[src/rtl/divmmc_automap.sv]
// DivMMC automap / paging controller.
// Decodes control port 0xE3, follows automap entry and exit on M1 opcode
// fetches and drives the overlay select outputs for 0x0000-0x3FFF.
// Optional build macro DIVMMC_NMI_EN: adds the NMI button latch. With it,
// the 0x0066 entry point only maps while an NMI is pending.
module divmmc_automap #(
  parameter int BANK_BITS = 4
) (
  input  logic                 clk_sys,
  input  logic                 reset,
  input  logic [1:0]           mode,
  input  logic                 enable,
  input  logic                 nWR,
  input  logic                 nRD,
  input  logic                 nMREQ,
  input  logic                 nIORQ,
  input  logic                 nM1,
  input  logic [15:0]          addr,
  input  logic [7:0]           din,
  input  logic                 nmi_button,
  output logic                 active,
  output logic                 rom_sel,
  output logic                 ram_sel,
  output logic [BANK_BITS-1:0] ram_bank,
  output logic                 wr_protect,
  output logic                 nmi_out
);

  typedef enum logic [1:0] {UNMAPPED, MAP_PEND, MAPPED, UNMAP_PEND} state_t;

  state_t                 state, state_next;
  logic                   conmem, mapram;
  logic [BANK_BITS-1:0]   bank;
  logic                   io_we_d, fetch_d, nm1_d;
  logic                   paging_on, io_we, fetch;
  logic                   io_we_edge, fetch_edge, fetch_end;
  logic                   is_entry, is_instant, is_exit, nmi_gate, automap;
  logic                   unused_bits;

  assign paging_on  = enable & (mode == 2'b01);
  assign io_we      = ~nIORQ & ~nWR & nM1 & (addr[7:0] == 8'hE3) & paging_on;
  assign fetch      = ~nM1 & ~nMREQ & ~nRD;
  assign io_we_edge = io_we & ~io_we_d;
  assign fetch_edge = fetch & ~fetch_d;
  assign fetch_end  = nM1 & ~nm1_d;

  assign is_instant = (addr[15:8] == 8'h3D);
  assign is_exit    = (addr[15:3] == 13'h03FF);
  assign is_entry   = (addr == 16'h0000) | (addr == 16'h0008) | (addr == 16'h0038) |
                      (addr == 16'h04C6) | (addr == 16'h0562) |
                      ((addr == 16'h0066) & nmi_gate);

  // Edge-detect history; follows the bus even in reset so a strobe held
  // across reset is not seen as a new edge afterwards.
  always_ff @(posedge clk_sys) begin
    io_we_d <= io_we;
    fetch_d <= fetch;
    nm1_d   <= nM1;
  end

  // Port 0xE3 control register; mapram is sticky until reset.
  always_ff @(posedge clk_sys) begin
    if (reset) begin
      conmem <= 1'b0;
      mapram <= 1'b0;
      bank   <= '0;
    end else if (io_we_edge) begin
      conmem <= din[7];
      mapram <= mapram | din[6];
      bank   <= din[BANK_BITS-1:0];
    end
  end

`ifdef DIVMMC_NMI_EN
  logic nmi_pend, nmi_btn_d;

  // NMI latch: button edge sets, the 0x0066 fetch consumes it.
  always_ff @(posedge clk_sys) begin
    nmi_btn_d <= nmi_button;
    if (reset)
      nmi_pend <= 1'b0;
    else if (nmi_button & ~nmi_btn_d)
      nmi_pend <= 1'b1;
    else if (fetch_edge & paging_on & (addr == 16'h0066))
      nmi_pend <= 1'b0;
  end

  assign nmi_gate = nmi_pend;
  assign nmi_out  = nmi_pend;
`else
  assign nmi_gate = 1'b1;
  assign nmi_out  = 1'b0;
`endif

  assign unused_bits = ^{nmi_button, din};

  // Automap state register.
  always_ff @(posedge clk_sys) begin
    if (reset) state <= UNMAPPED;
    else       state <= state_next;
  end

  // Automap transitions; leaving DivMMC mode drops any mapping or pending step.
  always_comb begin
    state_next = state;
    if (!paging_on) begin
      state_next = UNMAPPED;
    end else begin
      case (state)
        UNMAPPED: begin
          if (fetch_edge & is_instant)    state_next = MAPPED;
          else if (fetch_edge & is_entry) state_next = MAP_PEND;
        end
        MAP_PEND: begin
          if (fetch_edge & is_instant) state_next = MAPPED;
          else if (fetch_end)          state_next = MAPPED;
        end
        MAPPED: begin
          if (fetch_edge & is_exit) state_next = UNMAP_PEND;
        end
        UNMAP_PEND: begin
          if (fetch_end) state_next = UNMAPPED;
        end
        default: state_next = UNMAPPED;
      endcase
    end
  end

  assign automap = (state == MAPPED) | (state == UNMAP_PEND);
  assign active  = paging_on & (conmem | automap);

  // Overlay decode for the current access in the low 16K.
  always_comb begin
    rom_sel    = 1'b0;
    ram_sel    = 1'b0;
    ram_bank   = '0;
    wr_protect = 1'b0;
    if (active && addr[15:14] == 2'b00) begin
      if (!addr[13]) begin
        if (conmem) begin
          rom_sel = 1'b1;
        end else if (!mapram) begin
          rom_sel    = 1'b1;
          wr_protect = 1'b1;
        end else begin
          ram_sel    = 1'b1;
          ram_bank   = BANK_BITS'(3);
          wr_protect = 1'b1;
        end
      end else begin
        ram_sel    = 1'b1;
        ram_bank   = bank;
        wr_protect = ~conmem & mapram & (bank == BANK_BITS'(3));
      end
    end
  end

endmodule

[config.mk]
export PLATFORM = sky130hd
export DESIGN_NAME = divmmc_automap
export DESIGN_NICKNAME = d
export VERILOG_FILES = /design/src/rtl/divmmc_automap.sv
export SDC_FILE = /design/constraint.sdc
export NUM_CORES = 1
export LEC_CHECK = 0
export CAP_MARGIN = 20
export CORE_MARGIN = 4
export CORE_UTILIZATION = 41
export CTS_CLUSTER_SIZE = 24
export DETAILED_ROUTE_END_ITERATION = 12
export DONT_BUFFER_PORTS = 1
export PLACE_DENSITY = 0.61
export SYNTH_ARGS = -nofsm -noshare
export SYNTH_HDL_FRONTEND = slang
export SYNTH_SLANG_ARGS = --single-unit
[constraint.sdc]
create_clock -name clk_sys -period 4.22 [get_ports clk_sys]
set_clock_uncertainty 0.2 [all_clocks]
set_input_delay 0.633 -clock clk_sys [delete_from_list [all_inputs] [get_ports clk_sys]]
set_output_delay 0.633 -clock clk_sys [all_outputs]
set_load 0.005 [all_outputs]
Yosys cells after proc, flatten, opt, wreduce, memory -nomap -nowiden
Cells that the tools add are included.
{"block": "word_totals", "register_bits": 11, "latch_bits": 0, "ram_bits": 0, "romBits": 0, "inputBits": 35, "output_inout_bits": 9, "wordCells": 86, "mem_count": 0}
{"block": "op_classes", "addsub": 0, "multipliers": 0, "n_div": 0, "magnitude_cmp": 0, "n_eq_ne": 17, "shifts": 0, "n_mux": 22, "n_bitwise": 34, "reduce_logical": 6}
{"op": "$eq 16x11->1 const B", "count": 2}
{"op": "$and 1x1->1", "count": 16}
{"op": "$eq 16x4->1 const B", "count": 1}
{"op": "$eq 16x6->1 const B", "count": 1}
{"op": "$eq 16x7->1 const B", "count": 1}
{"op": "$logic_not 16->1", "count": 1}
{"op": "$mux 2", "count": 8}
{"op": "$eq 13x10->1 const B", "count": 1}
{"op": "$mux 1", "count": 11}
{"op": "$not 1->1", "count": 10}
{"op": "$eq 8x6->1 const B", "count": 1}
{"op": "$eq 8x8->1 const B", "count": 1}
{"op": "$mux 4", "count": 2}
{"op": "$or 1x1->1", "count": 8}
{"op": "$pmux 2 s4", "count": 1}
{"op": "$ne 3x3->1 const B", "count": 2}
{"op": "$eq 2x1->1 const B", "count": 2}
{"op": "$eq 2x2->1 const B", "count": 2}
{"op": "$eq 4x2->1 const B", "count": 1}
{"op": "$logic_not 2->1", "count": 2}
{"op": "$ne 2x2->1 const B", "count": 2}
{"op": "$reduce_and 4->1", "count": 1}
{"op": "$reduce_or 2->1", "count": 1}
{"op": "$logic_and 1x1->1", "count": 1}

Logic depth before layout (Yosys ltp)
{"block": "logic_depth", "depth_word": 10, "ltp_mapped": 7, "mapped_depth_nobuf": 7}

Worst setup path after synthesis
No wires, ideal clock.
{"block": "synth_timing", "path_type": "input -> register", "from": "in nRD", "to": "reg state[1]", "arrival_ps": 2148, "required_time_ps": 3946, "setup_slack_ps": 1798, "cell_stages": 6, "path_buffers": 0, "path_cell_list": "or3_4 -> nor4_4 -> o21bai_1 -> a22o_1 -> or4_1 -> o21ai_0"}
{"block": "synth_between", "elab_chain_cells": 6, "word_cells_on_any_way": 13, "classes_between": "eq/ne (3); mux (3); bitwise (6); reduce/logical (1)"}
{"item": "start: declaration", "line_no": "14", "text": "input logic nRD,"}
{"item": "$not 1->1 (*)", "line_no": "42", "text": "assign fetch = ~nM1 & ~nMREQ & ~nRD;"}
{"item": "$and 1x1->1 (*)", "line_no": "42"}
{"item": "$and 1x1->1 (*)", "line_no": "44", "text": "assign fetch_edge = fetch & ~fetch_d;"}
{"item": "$and 1x1->1, on equally long branches"}
{"item": "$ne 3x3->1 (no source line) (tied with other cells)"}
{"item": "$reduce_and 4->1 (no source line) / $pmux 2 s4 (equally long branches)"}
{"item": "end signal: assignment", "line_no": "100", "text": "else state <= state_next;"}
{"item": "end: declaration", "line_no": "31", "text": "state_t state, state_next;"}
Mark *: on every way between the ends. The rest lies on a longest branch, timed or not.
A chain may end at the register's enable or synchronous reset.

Worst setup path in the final report
{"block": "layout_timing", "from": "reg state[0]", "to": "out wr_protect"}
{"block": "layout_between", "elab_chain_cells": 6, "word_cells_on_any_way": 7, "classes_between": "eq/ne (2); mux (1); bitwise (3); reduce/logical (1)"}
{"item": "$eq 2x2->1", "line_no": "129", "text": "assign automap = (state == MAPPED) | (state == UNMAP_PEND);"}
{"item": "$or 1x1->1 (*)", "line_no": "129"}
{"item": "$or 1x1->1 (*)", "line_no": "130", "text": "assign active = paging_on & (conmem | automap);"}
{"item": "$and 1x1->1 (*)", "line_no": "130"}
{"item": "named net active", "line_no": "21", "text": "output logic active,"}
{"item": "$logic_and 1x1->1 (*)", "line_no": "138", "text": "if (active && addr[15:14] == 2'b00) begin"}
{"item": "$mux 1 (*)", "line_no": "138"}
{"item": "end: declaration", "line_no": "25", "text": "output logic wr_protect,"}
Mark *: on every way through the listed nets, which the timed path passes. The rest lies on a longest branch.

==> qor.yml <==
status:
  status: "complete, no violations"
logic_synthesis:
  synthTopCellsByArea: "dfxtp_1 (28%), mux2i_1 (7.8%), nor2_1 (7.3%)"
  synth_nets: 137
  ys_types: 32
  ys_warn_count: 0
  synth_top_area_share_pct: 28.4
  postSynthAreaPerCell_um2: 7.90
  syn_inst: 98
  synth_flop_cell: "dfxtp_1"
  synthArstFlopShare_pct: 0
  synth_most_common_cell: "nor2_1"
  ys_seq_area_share_pct: 28.4
  synth_top_cell_by_area: "dfxtp_1"
  synth_edf_count: 0
  yosys-top-cells-count: "nor2_1 (15), dfxtp_1 (11), mux2i_1 (6), nand2_1 (6)"
  synth_seq_cells: 11
  syn_area_um2: 774
place:
  routabilityCongestion: 0.835
  port_buffers: 0
  hpwl_um: 1430
grt:
  grt_pass1_vias: 673
  grt_max_degree: 11
  use_met3_pct: 6.71
  grt_pass1_wl_um: 2830
  antenna_found_initial: 0
  overflow: 0
  met2_usage_pct: 21.4
  grt_usage_pct: 14.1
  top_usage_layer: "met2"
  met1_usage_pct: 17.7
timing:
  finalSetupViolCount: 0
  hold_viol: 0
  fin_crit_ns: 2.49
  slew_headroom_pct: 58.8
  drv_slew: 0
  worst_hold_slack_ns: 0.191
  fmax_mhz: 401
  setup_tns_ns: 0
  fin_crit_sh_pct: 59.1
  tightest_slew_ns: 0.616
  rsz0062_at_grt: "no"
finish:
  fill_cells: 191
  area_delta_synth_final_pct: 4.36
  fin_nets: 138
  drive_gt1_share_pct: 8.16
  fin_util_pct: 45.8
  antenna_cells: 0
drt:
  routed-via-count: 695
  dr.pass1.iters: 4
  drt_iter0_markers: 8
  post-route-drc-count: 0
  wire_per_inst_um: 13.8
  routed_wl_um: 1690
  antenna_left: 0
  vias_per_cell: 5.65
clocking:
  cts_root_buf: "clkbuf_4"
  h-tree-depth: 1
  post_cts_buffers: 0
  cts_hold_buf: 0
  cts_inserted_buffers: 3
  post_cts_resized: 0
  clk_pin_slew_ns: 0.07
  cts_buffer_depth: 2
  clock-sinks: 11
  cts_tree: "done"
  clk_latency_ns: 0.26
critical_path:
  crit-reg2reg-launch: "fetch_d"
  crit_path_max_fanout: 5
  arrival_ns: 1.66
  rr_worst_depth: 6
  critPathRequiredTime_ns: 3.39
  start_kind: "flip-flop"
  timing.rr.end: "state[0]"
  end_kind: "output pin"
  reg2reg_slack_ns: 2.09
  critical_path_class: "flip-flop to output pin"
floorplan:
  die_w_um: 51.5
  num_io_pins: 44
  core_area_um2: 1760
  start_util_pct: 43.9
  placementRows: 15
  fp.dieH_um: 51.5
  dieArea_um2: 2650
worst_hold_path:
  whs_endpoint: "nm1_d"
  hp-class: "input port to flip-flop"
  hp-start: "nM1"
  hold_depth: 0
power_and_ir_drop:
  power.density_nw_per_um2: 229
  p_leak_nw: 0.271
  irDropWorstVdd_mv: 0.242
flow_run:
  drv_cap: 0
==> registers in the layout, summed over array words and instances (netlist names) <==
register / cells
io_we_d: 1
fetch_d: 1
mapram: 1
conmem: 1
bank: 4
state: 2
nm1_d: 1
==> critical path, stage by stage, from the launching register on <==
cell and delay, ns:
dfxtp_1 0.34, inv_1 0.09, ha_1 0.20, nor3_1 0.08, nor2_1 0.18, nand2_1 0.17, a211oi_1 0.33
==> cell families (layout without fill, tap and decap cells) <==
kind of cell,after synthesis,after routing,synth area share [%]
compound gates,13,13,11.6
fa+ha+maj,4,4,6.46
buf+inv,8,8,5.01
flops,11,11,28.4
mux,6,6,7.75
other cells,1,1,0.484
simple gates,55,55,40.2
==> cells in the final DEF, fill, tap and decap left out, drive strengths merged, types with 2 or more instances in the layout <==
cell    instances
nor2           15
clkbuf          4
o21ai           2
nand2b          3
or4             2
and3            2
nor2b           3
dfxtp          11
a21oi           4
mux2i           6
nor4            4
nand4           4
or3             2
nand2           6
inv             4
nand3           5
a22o            2
nor3            5
ha              4
==> worst max-delay path by stage <==
stage | slack [ns] | to | startpoint | depth (start not counted)
finish | 1.73 | wr_protect | state[0] | 6
global route | 1.58 | wr_protect | state[0] | 6
CTS | 1.69 | wr_protect | state[0] | 6
detailed placement | 1.64 | state[0] | nRD | 6
global placement | 1.65 | state[0] | nRD | 6
floorplan | 1.80 | state[1] | nRD | 6
==> cell type report <==
class	count	area, µm²	area share (%)
multi-input combinational	79	515	63.8
sequential	11	220	27.2
tap	25	31.3	3.87
clock buffer	4	26.3	3.25
inverter	4	15.0	1.86
==> power breakdown <==
part	switching, mW	internal [mW]	total (mW)
sequential	0.000184	0.105	0.105
clock	0.0331	0.0366	0.0697
combinational	0.00486	0.00563	0.0105
total	0.0381	0.147	0.185
==> per-layer routing <==
| layer | wire length, µm | vias up |
|---|---|---|
| li1 | - | 351 |
| met1 | 709 | 315 |
| met2 | 807 | 27 |
| met3 | 170 | 2 |
| met4 | 6 | 0 |
| met5 | 0 | - |
==> metrics by stage <==
| step | area, µm² | setup WS [ns] | instances | total power [mW] |
|---|---|---|---|---|
| finish | 808 | 1.73 | 123 | 0.185 |
| global route | 808 | 1.58 | 123 | 0.196 |
| detailed placement | 782 | 1.64 | 119 | 0.118 |
| global placement | 782 | 1.65 | 119 | 0.117 |
| CTS | 808 | 1.69 | 123 | 0.188 |
| floorplan | 774 | 1.80 | 98 | 0.120 |
(Power assumes the default switching activity.)
